===== src/rtl/sclk_burst_monitor.sv =====
`default_nettype none
// ============================================================================
// Module   : sclk_burst_monitor
// Brief    : Oversamples a recovered serial-flash clock C on the system clock.
//            Rebuilds the burst-active window, measures every high/low phase
//            and period, counts rising edges per burst and flags short or
//            long phases with sticky error bits.
// Revision : 1.0 - initial release
// ============================================================================
module sclk_burst_monitor #(
  parameter int CNT_W    = 16,
  parameter int EDGE_W   = 32,
  parameter int MIN_HALF = 2,
  parameter int MAX_HALF = 1024,
  parameter int IDLE_TO  = 4096
) (
  input  logic              clk,
  input  logic              rst_n,
  input  logic              c_in,
  input  logic              clear,
  output logic              active,
  output logic              burst_start,
  output logic              burst_end,
  output logic [EDGE_W-1:0] edge_cnt,
  output logic [CNT_W-1:0]  high_time,
  output logic [CNT_W-1:0]  low_time,
  output logic [CNT_W:0]    period,
  output logic              meas_valid,
  output logic              err_short,
  output logic              err_long
);

  localparam logic [CNT_W-1:0]  C_CNT_MAX  = '1;
  localparam logic [EDGE_W-1:0] C_EDGE_MAX = '1;
  localparam logic [CNT_W-1:0]  C_MIN_HALF = CNT_W'(MIN_HALF);
  localparam logic [CNT_W-1:0]  C_MAX_HALF = CNT_W'(MAX_HALF);
  localparam logic [CNT_W-1:0]  C_IDLE_TO  = CNT_W'(IDLE_TO);

  typedef enum logic [1:0] {
    S_IDLE = 2'd0,
    S_HIGH = 2'd1,
    S_LOW  = 2'd2
  } state_t;

  state_t            r_state;
  state_t            w_state_nxt;

  logic              r_sync1;
  logic              r_c_s;
  logic              r_c_d;
  logic [CNT_W-1:0]  r_hcnt;
  logic [CNT_W-1:0]  r_lcnt;

  logic              w_rise;
  logic              w_fall;
  logic [CNT_W-1:0]  w_hcnt_inc;
  logic [CNT_W-1:0]  w_lcnt_inc;
  logic [EDGE_W-1:0] w_edge_inc;
  logic              w_short_det;
  logic              w_long_det;

  assign w_rise = r_c_s & ~r_c_d;
  assign w_fall = ~r_c_s & r_c_d;

  // Phase and edge counters saturate instead of wrapping so a stuck C never
  // looks like a short phase.
  assign w_hcnt_inc = (r_hcnt == C_CNT_MAX) ? r_hcnt : r_hcnt + CNT_W'(1);
  assign w_lcnt_inc = (r_lcnt == C_CNT_MAX) ? r_lcnt : r_lcnt + CNT_W'(1);
  assign w_edge_inc = (edge_cnt == C_EDGE_MAX) ? edge_cnt : edge_cnt + EDGE_W'(1);

  // Two-flop synchroniser for the asynchronous C, plus one delay stage for
  // edge detection.
  always_ff @(posedge clk or negedge rst_n) begin
    if (!rst_n) begin
      r_sync1 <= 1'b0;
      r_c_s   <= 1'b0;
      r_c_d   <= 1'b0;
    end else begin
      r_sync1 <= c_in;
      r_c_s   <= r_sync1;
      r_c_d   <= r_c_s;
    end
  end

  // State register.
  always_ff @(posedge clk or negedge rst_n) begin
    if (!rst_n) begin
      r_state <= S_IDLE;
    end else begin
      r_state <= w_state_nxt;
    end
  end

  // Next-state decode and phase-violation detection.
  always_comb begin
    w_state_nxt = r_state;
    w_short_det = 1'b0;
    w_long_det  = 1'b0;
    case (r_state)
      S_IDLE: begin
        if (w_rise) begin
          w_state_nxt = S_HIGH;
        end
      end
      S_HIGH: begin
        // A long high phase is only flagged; a stuck-high C keeps the burst open.
        if (r_hcnt > C_MAX_HALF) begin
          w_long_det = 1'b1;
        end
        if (w_fall) begin
          w_state_nxt = S_LOW;
          if (r_hcnt < C_MIN_HALF) begin
            w_short_det = 1'b1;
          end
        end
      end
      S_LOW: begin
        if (w_rise) begin
          w_state_nxt = S_HIGH;
          if (r_lcnt < C_MIN_HALF) begin
            w_short_det = 1'b1;
          end
        end else if (r_lcnt == C_IDLE_TO) begin
          w_state_nxt = S_IDLE;
        end
      end
      default: begin
        w_state_nxt = S_IDLE;
      end
    endcase
  end

  // Burst framing, phase counting and measurement registers.
  always_ff @(posedge clk or negedge rst_n) begin
    if (!rst_n) begin
      active      <= 1'b0;
      burst_start <= 1'b0;
      burst_end   <= 1'b0;
      meas_valid  <= 1'b0;
      edge_cnt    <= '0;
      high_time   <= '0;
      low_time    <= '0;
      period      <= '0;
      r_hcnt      <= '0;
      r_lcnt      <= '0;
    end else begin
      burst_start <= 1'b0;
      burst_end   <= 1'b0;
      meas_valid  <= 1'b0;
      case (r_state)
        S_IDLE: begin
          if (w_rise) begin
            active      <= 1'b1;
            burst_start <= 1'b1;
            edge_cnt    <= EDGE_W'(1);
            r_hcnt      <= CNT_W'(1);
          end
        end
        S_HIGH: begin
          if (w_fall) begin
            high_time <= r_hcnt;
            r_lcnt    <= CNT_W'(1);
          end else begin
            r_hcnt <= w_hcnt_inc;
          end
        end
        S_LOW: begin
          if (w_rise) begin
            // A full cycle closes on the rise that ends its low phase.
            low_time   <= r_lcnt;
            period     <= {1'b0, high_time} + {1'b0, r_lcnt};
            meas_valid <= 1'b1;
            edge_cnt   <= w_edge_inc;
            r_hcnt     <= CNT_W'(1);
          end else if (r_lcnt == C_IDLE_TO) begin
            // The trailing low phase is idle time, not a clock phase, so the
            // measurement registers are left untouched.
            active    <= 1'b0;
            burst_end <= 1'b1;
          end else begin
            r_lcnt <= w_lcnt_inc;
          end
        end
        default: begin
          active <= 1'b0;
        end
      endcase
    end
  end

  // Sticky error flags; a detection in the clear cycle takes precedence.
  always_ff @(posedge clk or negedge rst_n) begin
    if (!rst_n) begin
      err_short <= 1'b0;
      err_long  <= 1'b0;
    end else begin
      err_short <= (err_short & ~clear) | w_short_det;
      err_long  <= (err_long  & ~clear) | w_long_det;
    end
  end

endmodule
`default_nettype wire


===== config.mk =====
export PLATFORM = sky130hd
export DESIGN_NAME = sclk_burst_monitor
export DESIGN_NICKNAME = d
export VERILOG_FILES = /design/src/rtl/sclk_burst_monitor.sv
export SDC_FILE = /design/constraint.sdc
export NUM_CORES = 1
export LEC_CHECK = 0
export CORE_MARGIN = 2
export CORE_UTILIZATION = 60
export DETAILED_ROUTE_END_ITERATION = 8
export HOLD_SLACK_MARGIN = 0.02
export PLACE_DENSITY = 0.83
export SETUP_SLACK_MARGIN = 0.4
export SYNTH_ARGS = -nofsm -noshare
export SYNTH_HDL_FRONTEND = slang
export SYNTH_SLANG_ARGS = --single-unit

===== constraint.sdc =====
create_clock -name clk -period 5 [get_ports clk]
set_clock_uncertainty 0.05 [all_clocks]
set_input_delay 0.75 -clock clk [delete_from_list [all_inputs] [get_ports clk]]
set_output_delay 0.75 -clock clk [all_outputs]
set_load 0.01 [all_outputs]

== After elaboration in Yosys (flattened, before gate mapping) ==
Cells that the tools add are included.

* Register bits after elaboration: 124
* Bits in latches: 0
* Memory bits (writable): 0
* Memory bits (read-only): 0
* Input port bits: 4
* Output and inout bits: 87
* Logic and storage cells: 98
* Memories kept: 0

* Add/subtract/negate cells: 4
* $mul: 0
* Divide/modulo/power cells: 0
* Magnitude comparators: 3
* Eq/ne operators: 18
* Shift-type cells: 0
* Muxes and demuxes: 35
* Bitwise logic cells: 10
* Reductions and logical operators: 12

{| class="wikitable"
|+ Operators by type and width
! operator !! count
|-
| $mux 16 || 7
|-
| $mux 32 || 3
|-
| $pmux 16 s2 || 2
|-
| $pmux 32 s2 || 1
|-
| $add 16x1->16 const B || 2
|-
| $add 32x1->32 const B || 1
|-
| $eq 16x16->1 const B || 2
|-
| $eq 32x32->1 const B || 1
|-
| $lt 16x2->1 const B || 2
|-
| $ne 2x2->1 const B || 10
|-
| $add 16x16->17 || 1
|-
| $eq 16x13->1 const B || 1
|-
| $gt 16x11->1 const B || 1
|-
| $mux 1 || 15
|-
| $reduce_and 4->1 || 3
|-
| $mux 2 || 4
|-
| $pmux 2 s3 || 1
|-
| $reduce_bool 2->1 || 3
|-
| $reduce_and 5->1 || 1
|-
| $and 1x1->1 || 4
|-
| $not 1->1 || 4
|-
| $reduce_and 2->1 || 2
|-
| $ne 3x3->1 const B || 1
|-
| $pmux 1 s3 || 1
|-
| 8 further kinds || 9
|}

== Logic depth before layout (Yosys ltp) ==
* Word-level depth: 5
* Mapped depth: 11
* Mapped depth without buffers: 8

== Worst setup path before layout ==
OpenSTA, ideal clock, no wires.

* Path type: reg2reg
* Start point: reg high_time[0]
* End point: reg period[10]
* Setup time: 0.128 ns
* Arrival time: 2.123 ns
* Required time: 4.822 ns
* Slack: 2.699 ns
* Stages on the path, launching flop included: 9
* Buffers on the path: 0
* Period minus slack after synthesis: 2.301 ns
* Path through: dfrtp_1 > ha_1 > fa_1 > a21o_1 > a311oi_1 > o21ai_0 > a21oi_1 > mux2i_1 > nand3_1

* Longest elaborated chain between the ends: 1

{| class="wikitable"
|+ RTL lines
! element !! RTL line !! text
|-
| start: declaration || 25 || <nowiki>output logic [CNT_W-1:0] high_time,</nowiki>
|-
| start signal: assignment || 161 || <nowiki>high_time <= r_hcnt;</nowiki>
|-
| $add 16x16->17 || 171 || <nowiki>period <= {1'b0, high_time} + {1'b0, r_lcnt};</nowiki>
|-
| end signal: assignment || 171 ||
|-
| end: declaration || 27 || <nowiki>output logic [CNT_W:0] period,</nowiki>
|}

No other way between the ends.
A chain may end at the register's enable or synchronous reset.

== Worst setup path after layout ==
* Start point: reg r_state[0]
* End point: reg edge_cnt[29]

* Longest elaborated chain between the ends: 3
* Elaborated cells on any way between the ends: 8
* Those cells by class: eq/ne (4); mux (1); reduce/logical (3)

{| class="wikitable"
|+ RTL lines
! element !! RTL line !! text
|-
| start: declaration || 45 || <nowiki>state_t r_state;</nowiki>
|-
| start signal: assignment || 90 || <nowiki>r_state <= w_state_nxt;</nowiki>
|-
| $eq 2x2->1 / $logic_not 2->1 (equally long branches) || 150 || <nowiki>case (r_state)</nowiki>
|-
| $ne 2x2->1 (no source line) / $reduce_bool 2->1 (equally long branches) || - ||
|-
| $reduce_and 4->1 (no source line) || - ||
|-
| end signal: assignment || 173 || <nowiki>edge_cnt <= w_edge_inc;</nowiki>
|-
| end: declaration || 24 || <nowiki>output logic [EDGE_W-1:0] edge_cnt,</nowiki>
|}

Several ways; a longest one is shown, not always the timed one.

==> impl_metrics.toml <==
[run_status]
status = "complete, no violations"

[synthesis]
synth_edf_count = 0
synthFlopType = "dfrtp_1"
synth_nets = 754
yosysTopAreaCell = "dfrtp_1"
ys_types = 71
synth_top_cells_by_area = "dfrtp_1 46%, nand2_1 6.9%, o21ai_0 5.0%"
async_flop_share = 1.00
seq_area_frac_synth = 0.458
avgSynthCellArea_um2 = 9.36
yosysWarnings = 0
syn_inst = 724
syn_area_mm2 = 0.00677
ys_seq_elements = 124
synth_top_area_share = 0.458

[power]
ir_drop_mv = 0.282
power_switching_w = 0.000989
pwr-share-seq = 0.363
power_frac_clock = 0.407
p_per_area_mw_per_mm2 = 386
p_comb_frac = 0.230
swShare = 0.307
p_int_w = 0.00224
p_total_w = 0.00322
p_leak_nw = 3.60

[global_route]
use_met2 = 0.476
grt.busiest_layer = "met2"
grt_pass1_vias = 5706
grt_max_degree = 58
antenna_found_initial = 0
grt.overflow.total = 0
grt_use_total = 0.298
use_met1 = 0.408
met3_usage = 0.0576
grt_pass1_wl_um = 28200

[sta]
relSlewSlack = 0.351
rsz0062_at_grt = "false"
finalSetupViolCount = 0
max_freq_mhz = 268
hold_ws_ns = 0.296
worst_slew_pin_slew_ns = 0.973
slew_viol_final = 0
finalCriticalPeriod_ns = 3.74
period_share = 0.747
setup_slack_ns = 1.26
tns_ns = 0
hold_violations = 0

[detailed_routing]
drtIter0Drc = 543
drc = 0
vias = 6111
routedWlPerCell_um = 18.0
viasPerCell = 6.37
routed_wl_um = 17300
ant_nets = 0
first_pass_iters = 5

[clocking]
postCtsSetupBuffers = 0
clkLatencyLatePin_ns = 0.41
numCtsBuffers = 17
cts.clk_slew.worst_paths_ns = 0.06
clock_path_buffers = 2
ctsHoldBuffers = 0
h-tree-depth = 4
cts_root_buf = "clkbuf_16"
cts_tree = "done"
clock-sinks = 124
cts_resized = 0

[floorplanning]
start_util = 0.619
io_pins = 91
die_h_um = 110
core_mm2 = 0.0109
dieWidth_um = 110
die_area_mm2 = 0.0122
rows = 38

[cells_and_area]
antennaDiodeCount = 0
design_area_mm2 = 0.00836
finalNetCount = 836
syn2layout_area_growth_pct = 23.4
drive_gt1_frac = 0.0842

[placed_design]
postPlaceCellArea_mm2 = 0.00772
pre_cts_ws_ns = 1.40
hpwl_um = 11700
gp_congestion = 0.924
io_buffers = 90

[job]
drv_cap = 0

[critical_path]
required_ns = 5.28
setup.worst_path.start_class = "register"
cp.arrival_ns = 4.02
critPathCaptureType = "register"
r2r_cells = 8
crit_type = "reg2reg"
crit_fanout = 28

[worst_hold_path]
hp-class = "in2async"
==> Yosys cell counts, types with 4 or more instances <==
cell type and count:
dfrtp_1 124, nor2b_1 5, and2_1 11, or3_1 6, clkbuf_1 16, nor4_1 9, o21ai_0 68, and3_1 12
nand2b_1 5, a21oi_1 24, inv_1 16, xor2_1 11, nor3_1 16, o41ai_1 10, and4_1 6, nand4_1 15
a21o_1 4, a31oi_1 12, mux2_2 13, o21ai_1 5, nand3b_1 11, xnor2_1 6, o21a_1 12, nor2_1 37
nand2_1 125, o31ai_1 15, ha_1 25, buf_2 7, o221ai_1 9, nand3_1 23
==> cell families after synthesis <==
group	Yosys count	synth area share
AOI/OAI and AO/OA	190	0.186
xor gates and xnor gates	17	0.0220
adders and majority gates	26	0.0491
buffers and inverters	50	0.0342
DFF	124	0.458
muxes	16	0.0260
and+or+nand+nor	301	0.225
==> sequential cells by signal (all words and copies together), names as in the netlist, 2 cells and up <==
register   cells
r_state        2
r_hcnt        16
period        17
r_lcnt        16
low_time      16
edge_cnt      32
high_time     16
==> stage by stage <==
| step | cells | utilization |
|---|---|---|
| 2_1_floorplan | 724 | - |
| 3_3_place_gp | 927 | 0.706 |
| 3_5_place_dp | 927 | 0.706 |
| 4_1_cts | 959 | 0.764 |
| 5_1_grt | 959 | 0.764 |
| 6_report | 959 | 0.764 |
==> critical path: stages, from the launching register on <==
cell,delay [ns]
dfrtp_1,0.42
inv_1,0.12
ha_1,0.73
buf_4,0.40
nand2_2,0.09
inv_2,0.40
nand2_1,0.61
or4_1,0.65
o21ai_1,0.14
==> cells in the final DEF (no fill, tap or decap), types with 13 or more instances in the layout <==
| cell type | instances |
|---|---|
| clkbuf_16 | 17 |
| nand3_1 | 23 |
| inv_1 | 16 |
| o21ai_0 | 68 |
| dfrtp_1 | 124 |
| a21oi_1 | 24 |
| nor3_1 | 16 |
| mux2_2 | 13 |
| o31ai_1 | 15 |
| clkdlybuf4s50_1 | 89 |
| nand2_1 | 124 |
| nand4_1 | 15 |
| nor2_1 | 37 |
| ha_1 | 25 |
==> final timing paths <==
path                            start      endpoint  slack, ns
setup / recovery           r_state[0]  edge_cnt[29]       1.26
hold / removal                  rst_n     period[7]       0.30
setup reg to reg           r_state[0]  edge_cnt[29]       1.26
hold reg to reg               r_sync1         r_c_s       0.31
max in group asynchronous       rst_n   low_time[1]       3.63
min in group clk              r_sync1         r_c_s       0.31
==> power groups by stage <==
| stage | Sequential, W | Clock [W] | Combinational [W] |
|---|---|---|---|
| 2_1_floorplan | 0.00119 | 0 | 0.000495 |
| 3_3_place_gp | 0.00118 | 0 | 0.000695 |
| 3_5_place_dp | 0.00118 | 0 | 0.000723 |
| 4_1_cts | 0.00117 | 0.00132 | 0.000733 |
| 5_1_grt | 0.00118 | 0.00137 | 0.000821 |
| 6_report | 0.00117 | 0.00131 | 0.000743 |
==> layer usage <==
metal | share of wire | vias to the layer above
met5 | 0 | -
met4 | 0.025 | 0
met3 | 0.067 | 45
met2 | 0.47 | 288
met1 | 0.44 | 2950
li1 | - | 2828
==> area by class of cell <==
type                            instances  area, um^2
Tap cell                              140         175
Multi-Input combinational cell        550        3440
Clock inverter                         11         165
Clock buffer                           21         470
Fill cell                             766        2580
Sequential cell                       124        3100
Timing Repair Buffer                   95         936
Inverter                               18        67.6
No activity file was read; power rests on OpenSTA's default activity.
